## config.mk

```make
export PLATFORM = sky130hd
export DESIGN_NAME = vga_regview
export DESIGN_NICKNAME = d
export VERILOG_FILES = /design/src/rtl/vga_pkg.sv /design/src/rtl/vga_timing.sv /design/src/rtl/vga_regview.sv
export SDC_FILE = /design/constraint.sdc
export NUM_CORES = 1
export LEC_CHECK = 0
export ABC_AREA = 0
export ABC_CLOCK_PERIOD_IN_PS = 2160
export BUFFER_PORTS_ARGS = -buffer_cell sky130_fd_sc_hd__buf_2
export CORE_MARGIN = 10
export CORE_UTILIZATION = 57
export CTS_BUF_LIST = sky130_fd_sc_hd__clkbuf_8
export DETAILED_ROUTE_END_ITERATION = 8
export GPL_TIMING_DRIVEN = 0
export PLACE_DENSITY = 0.8
export SYNTH_ARGS = -nofsm -noshare
export SYNTH_HDL_FRONTEND = slang
export SYNTH_HIERARCHICAL = 1
export SYNTH_SLANG_ARGS = --single-unit
```

## constraint.sdc

```tcl
create_clock -name CLK -period 2.16 [get_ports CLK]
set_input_delay 0.432 -clock CLK [delete_from_list [all_inputs] [get_ports CLK]]
set_output_delay 0.432 -clock CLK [all_outputs]
set_load 0.005 [all_outputs]
```

## src/rtl/vga_pkg.sv

```systemverilog
// Shared 640x480@60 timing constants and register-view grid geometry.
// All constants are 10 bits wide so they compare directly against hcnt/vcnt.
package vga_pkg;

    localparam logic [9:0] H_VIS     = 10'd640;
    localparam logic [9:0] H_FP      = 10'd16;
    localparam logic [9:0] H_SYNC    = 10'd96;
    localparam logic [9:0] H_TOTAL   = 10'd800;
    localparam logic [9:0] V_VIS     = 10'd480;
    localparam logic [9:0] V_FP      = 10'd10;
    localparam logic [9:0] V_SYNC    = 10'd2;
    localparam logic [9:0] V_TOTAL   = 10'd525;

    localparam logic [9:0] GRID_X0   = 10'd64;
    localparam logic [9:0] GRID_Y0   = 10'd112;
    localparam logic [9:0] CELL      = 10'd32;
    localparam logic [9:0] GRID_COLS = 10'd16;
    localparam logic [9:0] GRID_ROWS = 10'd8;

    localparam logic [9:0] GRID_X1   = GRID_X0 + GRID_COLS * CELL;
    localparam logic [9:0] GRID_Y1   = GRID_Y0 + GRID_ROWS * CELL;
    localparam logic [9:0] HS_START  = H_VIS + H_FP;
    localparam logic [9:0] HS_END    = HS_START + H_SYNC;
    localparam logic [9:0] VS_START  = V_VIS + V_FP;
    localparam logic [9:0] VS_END    = VS_START + V_SYNC;

    localparam logic [1:0] LVL_OFF   = 2'b00;
    localparam logic [1:0] LVL_DIM   = 2'b01;
    localparam logic [1:0] LVL_FULL  = 2'b11;

    // Field order gives the VGA bus layout {HS, VS, R[1:0], G[1:0], B}.
    typedef struct packed {
        logic       hs_n;
        logic       vs_n;
        logic [1:0] r;
        logic [1:0] g;
        logic       b;
    } vga_pix_t;

    localparam vga_pix_t PIX_IDLE = '{hs_n: 1'b1, vs_n: 1'b1, r: LVL_OFF, g: LVL_OFF, b: 1'b0};

    // Offset within a 32-px cell lies on the 2-px border band.
    function automatic logic cell_edge(input logic [4:0] off);
        return (off < 5'd2) || (off > 5'd29);
    endfunction

endpackage

```

## src/rtl/vga_timing.sv

```systemverilog
// Pixel prescaler, 800x525 raster counters and raw (unregistered) sync levels.
// P_VCNT_RST is the line loaded on reset; it stays 0 in any real build.
module vga_timing
    import vga_pkg::*;
#(
    parameter logic [9:0] P_VCNT_RST = 10'd0
) (
    input  logic       CLK,
    input  logic       RST,
    output logic [9:0] o_hcnt,
    output logic [9:0] o_vcnt,
    output logic       o_pen,
    output logic       o_visible,
    output logic       o_hs_n,
    output logic       o_vs_n,
    output logic       o_frame_end
);

    logic [1:0] r_pre;
    logic [9:0] r_hcnt;
    logic [9:0] r_vcnt;
    logic       w_pen;
    logic       w_h_last;
    logic       w_v_last;

    assign w_pen    = (r_pre == 2'd3);
    assign w_h_last = (r_hcnt == H_TOTAL - 10'd1);
    assign w_v_last = (r_vcnt == V_TOTAL - 10'd1);

    always_ff @(posedge CLK) begin
        if (RST) begin
            r_pre  <= 2'd0;
            r_hcnt <= 10'd0;
            r_vcnt <= P_VCNT_RST;
        end else begin
            r_pre <= r_pre + 2'd1;
            if (w_pen) begin
                if (w_h_last) begin
                    r_hcnt <= 10'd0;
                    r_vcnt <= w_v_last ? 10'd0 : r_vcnt + 10'd1;
                end else begin
                    r_hcnt <= r_hcnt + 10'd1;
                end
            end
        end
    end

    assign o_hcnt      = r_hcnt;
    assign o_vcnt      = r_vcnt;
    assign o_pen       = w_pen;
    assign o_visible   = (r_hcnt < H_VIS) && (r_vcnt < V_VIS);
    assign o_hs_n      = !((r_hcnt >= HS_START) && (r_hcnt < HS_END));
    assign o_vs_n      = !((r_vcnt >= VS_START) && (r_vcnt < VS_END));
    // High for the single CLK whose pen wraps both counters to 0.
    assign o_frame_end = w_pen && w_h_last && w_v_last;

endmodule

```

## src/rtl/vga_regview.sv

```systemverilog
// Live VGA view of an 8x16-bit register file: one 32x32 cell per bit,
// green for 1, dim red for 0, MSB leftmost, one register per grid row.
module vga_regview
    import vga_pkg::*;
#(
    parameter logic [9:0] P_VCNT_RST = 10'd0
) (
    input  logic        CLK,
    input  logic        RST,
    output logic [2:0]  dbg_addr,
    input  logic [15:0] dbg_data,
    output logic [6:0]  VGA,
    output logic        frame_start
);

    logic [9:0] w_hcnt;
    logic [9:0] w_vcnt;
    logic       w_pen;
    logic       w_visible;
    logic       w_hs_n;
    logic       w_vs_n;
    logic       w_frame_end;

    vga_timing #(
        .P_VCNT_RST (P_VCNT_RST)
    ) u_timing (
        .CLK         (CLK),
        .RST         (RST),
        .o_hcnt      (w_hcnt),
        .o_vcnt      (w_vcnt),
        .o_pen       (w_pen),
        .o_visible   (w_visible),
        .o_hs_n      (w_hs_n),
        .o_vs_n      (w_vs_n),
        .o_frame_end (w_frame_end)
    );

    logic       w_in_x;
    logic       w_in_y;
    logic [8:0] w_dx;
    logic [7:0] w_dy;
    logic [3:0] w_col;
    logic       w_bit;
    logic       w_border;
    vga_pix_t   w_pix;
    vga_pix_t   r_vga;

    assign w_in_x = (w_hcnt >= GRID_X0) && (w_hcnt < GRID_X1);
    assign w_in_y = (w_vcnt >= GRID_Y0) && (w_vcnt < GRID_Y1);

    // Grid-relative offsets; only meaningful while inside the grid.
    assign w_dx = 9'(w_hcnt - GRID_X0);
    assign w_dy = 8'(w_vcnt - GRID_Y0);

    assign dbg_addr = w_in_y ? w_dy[7:5] : 3'd0;

    assign w_col    = w_dx[8:5];
    assign w_bit    = dbg_data[4'd15 - w_col];
    assign w_border = cell_edge(w_dx[4:0]) || cell_edge(w_dy[4:0]);

    always_comb begin
        w_pix      = PIX_IDLE;
        w_pix.hs_n = w_hs_n;
        w_pix.vs_n = w_vs_n;
        if (w_visible && w_in_x && w_in_y && !w_border) begin
            if (w_bit) begin
                w_pix.g = LVL_FULL;
            end else begin
                w_pix.r = LVL_DIM;
            end
        end
    end

    // Sync and colour share one register so both lag the counters by one pixel.
    always_ff @(posedge CLK) begin
        if (RST) begin
            r_vga <= PIX_IDLE;
        end else if (w_pen) begin
            r_vga <= w_pix;
        end
    end

    assign VGA         = r_vga;
    assign frame_start = w_frame_end;

endmodule

```

Word level (Yosys, flattened, before mapping)
Cells that the tools add are included.
Storage, ports and cells
  memory bits (read-only): 0
  word-level logic and storage cells: 56
  register bits: 28
  bits in writable memories: 0
  bits in latches: 0
  memories kept: 0
  input port bits: 18
Cells by class
  reduce and logical (&&, ||, !) cells: 17
  shifts and indexed selects: 0
  muxes and demuxes: 8
  bitwise operators: 0
  multipliers: 0
  div/mod/pow operators: 0
  magnitude comparators: 15
  eq/ne operators: 3
  $add $sub $neg: 6
Operators with widths (count)
  $lt 10x10->1 const B: 3
  $lt 10x9->1 const B: 3
  $add 10x1->10 const B: 2
  $eq 10x10->1 const B: 2
  $ge 10x7->1 const B: 2
  $mux 10: 2
  $ge 10x10->1 const B: 1
  $ge 10x9->1 const B: 1
  $gt 5x5->1 const B: 2
  $logic_and 1x1->1: 10
  $lt 5x2->1 const B: 2
  $sub 9x7->9 const B: 1
  $sub 8x7->8 const B: 1
  $mux 3: 2
  $lt 4x5->1 const B: 1
  $bmux 1 s4: 1
  $sub 4x4->4 const A: 1
  $logic_not 1->1: 3
  $logic_or 1x1->1: 3
  $add 2x1->2 const B: 1
  $eq 2x2->1 const B: 1
  $mux 1: 2
  $mux 2: 1
  $reduce_and 2->1: 1

Longest topological paths before layout
Gate-level depths: netlist (run 1).
  word-level depth: 7
  gate-level depth with buffers: 7

Modules after synthesis
Netlist (run 1), hierarchy kept.
By module, submodules not included
  vga_timing: area each 1139.8 um^2, instances 1, seq. area each 440.4 um^2, cells an instance 129
  vga_regview: area each 479.2 um^2, instances 1, seq. area each 80.1 um^2, cells an instance 54

Worst setup path before layout (run 1)
OpenSTA, ideal clock, no wires.
  path type: reg-to-output
  from: reg u_timing.r_pre[0]
  to: out frame_start
  buffers on the path: 2
  cell stages (with the launch flop): 7
  setup slack: 319 ps
  arrival time: 1409 ps
  data required time: 1728 ps
  cells stage by stage: dfxtp_1 -> ha_1 -> and4_1 -> buf_4 -> nand4_4 -> buf_6 -> nor2_1
On the way
  cells in the longest elaborated chain, start to end: 3
Ends and longest elaborated chain
  start: declaration: RTL line vga_timing.sv:19  | logic [1:0] r_pre;
  start signal: assignment: RTL line vga_timing.sv:36  | r_pre <= r_pre + 2'd1;
  $eq 2x2->1: RTL line vga_timing.sv:26  | assign w_pen = (r_pre == 2'd3);
  named net w_pen: RTL line vga_regview.sv:18  | logic w_pen;
  $logic_and 1x1->1 (2 in a row): RTL line vga_timing.sv:55  | assign o_frame_end = w_pen && w_h_last && w_v_last;
  end: declaration: RTL line vga_regview.sv:13  | output logic frame_start
The timed path passes the listed nets, and every way through them passes these cells.

Worst setup path after layout (run 1)
  from: reg u_timing.r_hcnt[0] (netlist: u_timing/o_hcnt[0])
  to: out frame_start
On the way
  cells in the longest elaborated chain, start to end: 3
Ends and longest elaborated chain
  start: declaration: RTL line vga_timing.sv:20  | logic [9:0] r_hcnt;
  start signal: assignment: RTL line vga_timing.sv:42  | r_hcnt <= r_hcnt + 10'd1;
  $eq 10x10->1: RTL line vga_timing.sv:27  | assign w_h_last = (r_hcnt == H_TOTAL - 10'd1);
  $logic_and 1x1->1 (2 in a row): RTL line vga_timing.sv:55
Every way passes these cells.

==> run metrics, run 1 <==
Avg WL per Cell=approximately 15 um; CP Max Fanout=6; Setup CP Type=reg -> out; clk buf depth=2; switch share=21.77%; slowest stage delay, CP=approximately 0.37 ns; Netlist Area Pre-Place=~1600 um2; Synth async-reset ratio=0%; first-pass GRT wire length=between 6 and 7 mm; min Tclk post-route=around 2.1 ns; max_cap viols=0; GRT Resource Usage Total=between 10 and 15%; # clock sinks=26; Pwr Density=450.4 nW/um2; Critical Path RT=around 1.7 ns; std cell rows=19; Cell variety after synth=35; crit-path leading delay family=buffers and inverters; initial core utilization=59.22%; DR vias=1,462; largest net degree at the start of global routing=15; die area=5372 um2; total net switching power=0.1890 mW; leakage power=approximately 0.73 nW; Clock power frac=between 30% and 40%; initial antenna violation count=0; status=completed; sequential element share of the synthesized area=around a third; Boundary Pins=29; Die H=roughly 73 um; CP dominant cell by count=buf_6; layout cells sized above 1=25.91%; CP bufs+invs=3; HPWL after DPL=2.797 mm; Layout area overhead=19.09%; Residual DRC=0; Slowest-stage cell, CP=dfxtp_4; Syn Area/Cell=8.847 um2; CTS Buf Count=3; peak supply drop=481.9 uV; Hold Crit Class=reg -> reg; via density per instance=approximately 5.8; drt pass-1 iters=4; Setup-failing EPs final=0; final core utilization=70.53%; final hold vios=0; routability congestion estimate=roughly 0.85; antenna-violating nets left=0; CTS root buf=clkbuf_8; worst-path cell chain=ha_1 -> and4_1 -> buf_6 -> nand4_4 -> buf_6 -> nor2_1 -> buf_2; total gr overflow=0; RSZ-0062 raised after global routing=true; crit end category=primary output; Syn. warnings=6; Setup crit start kind=flop; sequential power share=a little under three fifths; CTS tree=yes; PortBufs=26; Comb power frac=6.9%; H-tree levels=1; core box area=2734 um2; WL final=around 3.9 mm; vias in the first global route=about 1,400; synthesized netlist cell count=between 150 and 200; Int Pwr=between 0.6 and 0.7 mW; initial DRC count=106; fmax=approximately 0.49 GHz; commonest register cell after synthesis=dfxtp_1; final net count=246; period utilization=a little over nine tenths; Final TNS setup=0 ns; Final Max Tran Viols=0; Setup Skew=0.005636 ns; Clock transition at path regs=0.09 ns; critical path data arrival time=between 1.5 and 2 ns; Post-synth EDFFs=0; ANT cells=0; post-synthesis sequential element count=26; latest clock arrival within the worst-skew pair=0.28 ns; Die Span X=roughly 73 um
[sequential cells by signal, summed over array words and instances (netlist names)]
signal and cells:
u_timing/o_vcnt 10, u_timing/r_pre 2, VGA 4, u_timing/o_hcnt 10
[cell families (layout without fill, tap and decap cells)]
| logic type | Yosys count | in the layout | synth area share [%] |
|---|---|---|---|
| mux | 5 | 5 | 7.110 |
| other cells | 1 | 2 | 0.2316 |
| simple gates | 88 | 88 | 31.61 |
| buf+inv | 17 | 53 | 6.028 |
| flops | 26 | 26 | 32.15 |
| compound gates | 22 | 22 | 8.269 |
| fa+ha+maj | 7 | 7 | 5.409 |
| xor+xnor | 17 | 17 | 9.196 |
[final timing paths]
kind / start / endpoint / slack (ns) / cells past startpoint
setup / recovery: u_timing/o_hcnt[0] / frame_start / 0.10 / 7
hold / removal: u_timing/r_pre[0] / u_timing/r_pre[0] / 0.44 / 1
setup reg to reg: u_timing/o_hcnt[0] / u_timing/o_vcnt[8] / 0.17 / 9
hold reg to reg: u_timing/r_pre[0] / u_timing/r_pre[0] / 0.44 / 1
[area by class of cell]
class	count	area, um2
plain buffers	6	48.80
clock buffers	4	55.05
fillers	221	805.8
inverters	9	33.78
multi-input cells	141	1021
flip-flops and latches	26	540.5
well taps	31	38.79
repair buffers	34	190.2
[layout by cell type (no fill, tap or decap), drive strengths merged]
cell	n
a211o	2
a21oi	9
and3	2
and4	3
and4b	2
buf	39
clkbuf	5
conb	2
dfxtp	26
ha	7
inv	9
mux2i	1
mux4	4
nand2	12
nand2b	2
nand3	11
nand4	11
nor2	21
nor2b	4
nor3	5
nor3b	1
nor4	1
nor4b	3
nor4bb	1
o21ai	6
o21bai	1
o31ai	4
or3	6
or4	2
or4b	1
xnor2	11
xor2	6
[power by group through the flow]
stage | clock network [mW] | registers, mW | logic [mW]
after floorplan | 0 | 0.501 | 0.0298
after global placement | 0 | 0.501 | 0.0520
after detailed placement | 0 | 0.501 | 0.0558
after CTS | 0.324 | 0.492 | 0.0588
after global routing | 0.347 | 0.488 | 0.0669
final | 0.321 | 0.487 | 0.0603
[repair_timing]
action / in CTS / in global routing
pin swaps: 2 / 3
hold buffers: 0 / 0
endpoints found under the setup margin: 1 / 4
buffers inserted: 1 / 7
gates resized for setup: 5 / 11
hold endpoints to repair: 0 / 0
[synthesized netlist by cell type, types with 3 or more instances]
cell / number / share of area, %
nor3_1: 5 / 1.5
ha_1: 7 / 5.4
nand4_1: 10 / 3.9
nor2b_1: 4 / 1.5
o21ai_0: 6 / 1.9
or3_1: 6 / 2.3
nand3_1: 11 / 3.4
dfxtp_1: 26 / 32
xnor2_1: 11 / 6.0
xor2_1: 6 / 3.2
and4_1: 3 / 1.6
o31ai_1: 4 / 1.9
a21oi_1: 9 / 2.8
nand2_1: 12 / 2.8
mux4_1: 4 / 6.5
inv_1: 9 / 2.1
buf_4: 5 / 2.3
nor2_1: 21 / 4.9
[through the flow]
stage	cells	power (mW)	worst slack (ns)	hold WS, ns	cell area, um2
after global routing	251	0.9021	-0.01464	0.4538	1928
final	251	0.8685	0.1022	0.4380	1928
after global placement	241	0.5527	0.06250	0.4080	1792
after CTS	246	0.8750	0.001134	0.4627	1871
after detailed placement	241	0.5571	0.04108	0.4278	1792
after floorplan	184	0.5304	0.3185	0.3946	1623
[layer usage]
layer,up-vias,part of all wire [%],global-route usage (%)
met1,694,40,15.97
met3,5,5.2,2.557
met4,0,1.1,5.383
met5,-,0,0
li1,730,-,-
met2,33,54,25.98
[worst reg2reg max path: cells and delay by family (launching register included)]
kind	cells	cell delay [ns]
AOI/OAI and AO/OA	2	0.44
adders and majority gates	1	0.16
buffers and inverters	4	0.57
DFF	1	0.37
and+or+nand+nor	2	0.32
(Power assumes the default switching activity.)
==> run 2, diff against run 1 <==
--- a/config.mk
+++ b/config.mk
@@ -9,12 +9,11 @@
 export ABC_CLOCK_PERIOD_IN_PS = 2160
 export BUFFER_PORTS_ARGS = -buffer_cell sky130_fd_sc_hd__buf_2
 export CORE_MARGIN = 10
-export CORE_UTILIZATION = 57
+export CORE_UTILIZATION = 40
 export CTS_BUF_LIST = sky130_fd_sc_hd__clkbuf_8
 export DETAILED_ROUTE_END_ITERATION = 8
 export GPL_TIMING_DRIVEN = 0
-export PLACE_DENSITY = 0.8
+export PLACE_DENSITY = 0.59
 export SYNTH_ARGS = -nofsm -noshare
 export SYNTH_HDL_FRONTEND = slang
-export SYNTH_HIERARCHICAL = 1
 export SYNTH_SLANG_ARGS = --single-unit
==> run 2 against run 1 <==
Compared with the run above: critical path depth decreased by 2; global-route usage decreased by 4.1 points; highest routed layer unchanged; wire length decreased by 0.93%; largest cell class unchanged; setup slack got worse by 0.044 ns; sequential share of layout area decreased by 2.4 points.
==> run metrics, run 2 <==
status=completed; worst-path cell chain=ha_4 -> nand3_4 -> or3_4 -> nor4_4 -> buf_2; top layer in use=met4; CP bufs+invs=1; via density per instance=between 4 and 5; core box area=4086 um2; switch share=between 20% and 30%; Fin Hold WS=0.4255 ns; Cell variety after synth=47; crit-path leading delay family=simple AND/OR/NAND/NOR gates; peak supply drop=approximately 370 uV; ANT cells=0; Placed Cells=approximately 270; Avg WL per Cell=13.69 um; R2R setup slack=approximately 0.21 ns; sequential element share of the synthesized area=30.28%; # clock sinks=26; sequential power share=56.2%; slowest stage delay, CP=approximately 0.40 ns; Max-slew headroom=about 58%; commonest cells after routing, fill and taps aside=nor2_1 (30), buf_2 (29), dfxtp_1 (18); CP Max Fanout=4; final hold vios=0; routability congestion estimate=0.7731; Setup Skew=about 0.0023 ns; Syn Area/Cell=roughly 9 um2; commonest non-fill, non-tap cell in the layout=nor2_1; post-synth top area cell=dfxtp_1; Setup CP Type=reg -> out; Critical Path RT=around 1.7 ns; Worst-Margin Slew=0.6233 ns; std cell rows=23; die area=~7300 um2; leakage power=around 0.79 nW; clk buf depth=2; total net switching power=between 0.15 and 0.2 mW; Metal-1 WL=1.790 mm; Layout area overhead=22.78%; Post-synth EDFFs=0; critical path data arrival time=1.67 ns; Non-Filler Instances=280; Hold Crit Class=in -> reg; crit end category=primary output; Netlist Area Pre-Place=approximately 1700 um2; CTS root buf=clkbuf_8; HPWL after DPL=between 2 and 3 mm; largest net degree at the start of global routing=15; Slowest-stage cell, CP=or3_4; antenna-violating nets left=0; Critical R2R Launch=u_timing.o_hcnt[6]; most frequent cells after synthesis=nor2_1 (30), dfxtp_1 (26), xnor2_1 (17), ha_1 (13); Die H=roughly 86 um; most frequent cell after synthesis=nor2_1; WL final=about 3.8 mm; Syn. warnings=0; Boundary Pins=29; Residual DRC=0; Reg2Reg Capture Point=u_timing.o_hcnt[0]; Setup crit start kind=flop; PortBufs=26; CTS tree=yes; max_cap viols=0; Reg2Reg Depth=9; layout cells sized above 1=31.30%; synthesized netlist cell count=between 150 and 200; met2 WL post-DR=between 1.5 and 2 mm; Synth area leaders=dfxtp_1 (30%), ha_1 (9.5%), xnor2_1 (8.7%); commonest register cell after synthesis=dfxtp_1; min Tclk post-route=between 2 and 2.5 ns; post-synthesis sequential element count=26; initial antenna violation count=0; Int Pwr=between 0.6 and 0.7 mW; initial DRC count=78; hold endpoint=u_timing.r_pre[0]; Yosys top cell area share=around 30%; first-pass GRT wire length=roughly 6.4 mm; initial core utilization=a little over two fifths; Final TNS setup=0 ns; Setup-failing EPs final=0; Synth async-reset ratio=0%; period utilization=about 97%; hold depth=2; Comb power frac=7.4%; RSZ-0062 raised after global routing=true; Final Max Tran Viols=0; total gr overflow=0; Pwr Density=408.8 nW/um2; Clock transition at path regs=~0.090 ns; CTS Buf Count=3; drt pass-1 iters=4; Die Span X=around 86 um; H-tree levels=1; final core utilization=about half; DR WL met3=229 um; GRT Resource Usage Total=approximately a tenth; fmax=~0.48 GHz; latest clock arrival within the worst-skew pair=about 0.27 ns; final net count=262; vias in the first global route=1,335; DR vias=approximately 1,400; Clock power frac=a little over a third; critical hold path startpoint=RST
## run 2: cell types whose count changed in the layout (fill, tap and decap cells not counted), moves of 5 or more
cell | previous run | this run
xnor2_1 | 11 | 17
or3_1 | 6 | 1
nand4_1 | 10 | 4
nor2_1 | 21 | 30
a21oi_1 | 8 | 3
## run 2: area by class of cell
class                           instances  area, um2
Buffer                                 12      102.6
Clock buffer                            4      55.05
Fill cell                             394       1976
Inverter                               11      41.29
Multi-Input combinational cell        146       1141
Sequential cell                        26      540.5
Tap cell                               50      62.56
Timing Repair Buffer                   31      167.7
## run 2: power by group through the flow
stage                     sequential, mW  clock, mW  combinational (mW)
after global routing               0.486      0.346              0.0738
after floorplan                    0.498          0              0.0318
after CTS                          0.487      0.331              0.0601
final                              0.485      0.314              0.0642
after detailed placement           0.499          0              0.0543
after global placement             0.499          0              0.0542
## run 2: layer usage
metal  GRT usage (%)  vias up
met2           16.14       27
met5               0        -
met1           13.62      634
li1                -      731
met4           1.347        0
met3           3.122        2
## run 2: worst max path at each step
stage	slack, ns	endpoint	cells past startpoint	startpoint
finish	0.06	frame_start	5	u_timing.o_hcnt[1]
detailed placement	-0.09	u_timing.o_vcnt[8]	8	u_timing.o_hcnt[6]
floorplan	0.26	u_timing.o_vcnt[9]	9	u_timing.o_hcnt[6]
global route	-0.05	frame_start	6	u_timing.o_vcnt[1]
global placement	-0.08	u_timing.o_vcnt[8]	8	u_timing.o_hcnt[6]
CTS	-0.02	frame_start	5	u_timing.o_hcnt[1]
## run 2: logic make-up after synthesis
logic type / after synthesis / share of synthesized area (%)
simple gates: 86 / 27.37
flops: 26 / 30.28
buf+inv: 23 / 8.369
xor+xnor: 22 / 11.21
compound gates: 16 / 6.550
fa+ha+maj: 13 / 9.462
mux: 7 / 6.550
other cells: 1 / 0.2181
## run 2: what timing repair did
| action | in CTS | in global routing |
|---|---|---|
| pin swaps | 4 | 3 |
| hold buffers | 0 | 0 |
| resized for setup | 14 | 12 |
| endpoints found under the setup margin | 3 | 17 |
| endpoints found under the hold margin | 0 | 0 |
| buffers inserted | 1 | 4 |
## run 2: worst register-to-register path: cells and delay by family (launching register included)
kind | cells | cell delay, ns
DFF | 1 | 0.32
adders and majority gates | 1 | 0.17
buffers and inverters | 4 | 0.66
and+or+nand+nor | 4 | 0.71
## run 2: through the flow
stage               worst slack [ns]  power, mW  area, um2
global placement            -0.07742     0.5529       1916
CTS                         -0.02084     0.8777       2041
detailed placement          -0.09375     0.5530       1916
floorplan                     0.2648     0.5297       1723
global route                -0.05409     0.9060       2111
finish                       0.05773     0.8629       2111
==> run 3, diff against run 2 <==
--- a/config.mk
+++ b/config.mk
@@ -6,14 +6,14 @@
 export NUM_CORES = 1
 export LEC_CHECK = 0
 export ABC_AREA = 0
-export ABC_CLOCK_PERIOD_IN_PS = 2160
+export ABC_CLOCK_PERIOD_IN_PS = 2100
 export BUFFER_PORTS_ARGS = -buffer_cell sky130_fd_sc_hd__buf_2
 export CORE_MARGIN = 10
-export CORE_UTILIZATION = 40
+export CORE_UTILIZATION = 58
 export CTS_BUF_LIST = sky130_fd_sc_hd__clkbuf_8
 export DETAILED_ROUTE_END_ITERATION = 8
 export GPL_TIMING_DRIVEN = 0
-export PLACE_DENSITY = 0.59
+export PLACE_DENSITY = 0.81
 export SYNTH_ARGS = -nofsm -noshare
 export SYNTH_HDL_FRONTEND = slang
 export SYNTH_SLANG_ARGS = --single-unit
==> constraint.sdc (replaced) <==
create_clock -name CLK -period 2.1 [get_ports CLK]
set_input_delay 0.42 -clock CLK [delete_from_list [all_inputs] [get_ports CLK]]
set_output_delay 0.42 -clock CLK [all_outputs]
set_load 0.005 [all_outputs]
==> run 3 against run 2 <==
Compared with the run above: the flow now finishes with violations (setup timing); clock skew hardly changed; final cell count shrank 6.1%; die area shrank 24%; largest power group unchanged.
==> run metrics, run 3 (synthesis gave the netlist of run 2 again) <==
status=finished, violations left; failing checks=setup timing; ANT cells=0; commonest non-fill, non-tap cell in the layout=nor2_1; min Tclk post-route=~2.1 ns; R2R setup slack=0.09 ns; sequential power share=a little under three fifths; critical path data arrival time=approximately 1.7 ns; RSZ-0062 raised after global routing=true; Clock transition at path regs=roughly 0.09 ns; final core utilization=74.44%; initial core utilization=between 60% and 70%; switch share=21.72%; CTS tree=yes; Int Pwr=0.6999 mW; antenna-violating nets left=0; final hold vios=0; Setup CP Type=reg -> out; Avg WL per Cell=approximately 15 um; setup ws final=-0.01759 ns; latest clock arrival within the worst-skew pair=between 0.2 and 0.3 ns; slowest stage delay, CP=approximately 0.40 ns; die area=5542 um2; GRT Resource Usage Total=between 10% and 20%; crit-path leading delay family=simple AND/OR/NAND/NOR gates; commonest cells after routing, fill and taps aside=nor2_1 (30), buf_2 (28), xnor2_1 (17); Final Cell Area=between 2000 and 2500 um2; std cell rows=19; CTS root buf=clkbuf_8; Die H=~74 um; crit end category=primary output; Layout area overhead=21.47%; core box area=2805 um2; initial antenna violation count=0; Critical R2R Launch=u_timing.o_hcnt[6]; CP bufs+invs=1; worst setup path startpoint=u_timing.o_hcnt[0]; WL final=around 4.0 mm; CP Max Fanout=6; first-pass GRT wire length=6.292 mm; via density per instance=5.502; Critical Path RT=about 1.7 ns; max_cap viols=0; peak supply drop=roughly 360 uV; Final Max Tran Viols=0; Slowest-stage cell, CP=dfxtp_4; routability congestion estimate=between 0.8 and 0.9; period utilization=100.8%; final net count=around 260; largest net degree at the start of global routing=15; Comb power frac=approximately 7.1%; HPWL after DPL=~2.9 mm; Setup-failing EPs final=1; Pwr Density=~430 nW/um2; CTS Buf Count=3; layout cells sized above 1=around a third; fmax=between 0.4 and 0.5 GHz; clk buf depth=2; Final TNS setup=-0.01759 ns; Setup crit start kind=flop; drt pass-1 iters=4; # clock sinks=26; total gr overflow=0; fillcell total=slightly above 200; Boundary Pins=29; total net switching power=around 0.19 mW; Max-slew headroom=between 60 and 70%; initial DRC count=just over 100; Hold Crit Class=reg -> reg; worst-path cell chain=ha_4 -> nand3_4 -> or3_4 -> nor4_4 -> buf_2; Worst-Margin Slew=0.5090 ns; PortBufs=26; placed cell area=between 1500 and 2000 um2; Clock power frac=between 30 and 40%; Residual DRC=0; DR vias=between 1,000 and 1,500; vias in the first global route=about 1,400; critical hold path startpoint=u_timing.r_pre[0]; Setup Skew=roughly 0.0019 ns; leakage power=a little under 0.8 nW; H-tree levels=1; Die Span X=between 70 and 80 um
run 3: per-layer routing:
metal  vias up  GRT usage (%)  share of wire, %
met5         -              0                 0
met4         0          5.042               2.0
met3         9          3.324               4.9
met2        33          22.67                49
met1       671          18.04                44
li1        734              -                 -
run 3: path summary, 6_finish.rpt:
kind	end	cells after the start
max reg2reg	u_timing.o_vcnt[9]	9
min reg2reg	u_timing.r_pre[0]	1
min	u_timing.r_pre[0]	1
max	frame_start	5
run 3: cell type report:
class                           count  area (um2)  area share [%]
Multi-Input combinational cell    146        1126           53.92
Sequential cell                    26       539.3           25.82
Timing Repair Buffer               34       190.2           9.107
Clock buffer                        4       55.05           2.636
Tap cell                           31       38.79           1.857
Inverter                           11       41.29           1.977
Buffer                             11       97.59           4.673
run 3: per-stage QoR:
stage	worst slack [ns]	hold slack [ns]	total power, mW	instances
global route	-0.09016	0.4534	0.9261	263
global placement	-0.1256	0.4120	0.5679	252
finish	-0.01759	0.4297	0.8940	263
detailed placement	-0.1299	0.4138	0.5698	252
floorplan	0.2048	0.3946	0.5449	195
CTS	-0.1407	0.4306	0.8942	256
run 3: what timing repair did:
item / CTS / global route
setup buffers: 0 / 8
pin swaps: 0 / 6
setup endpoints to repair: 6 / 20
gates resized for setup: 6 / 19
hold buffers: 0 / 0
run 3: power groups by stage:
| stage | clock [mW] | sequential [mW] | combinational [mW] |
|---|---|---|---|
| floorplan | 0 | 0.512 | 0.0327 |
| global placement | 0 | 0.513 | 0.0549 |
| detailed placement | 0 | 0.513 | 0.0566 |
| CTS | 0.336 | 0.502 | 0.0571 |
| global route | 0.351 | 0.503 | 0.0719 |
| finish | 0.328 | 0.503 | 0.0633 |
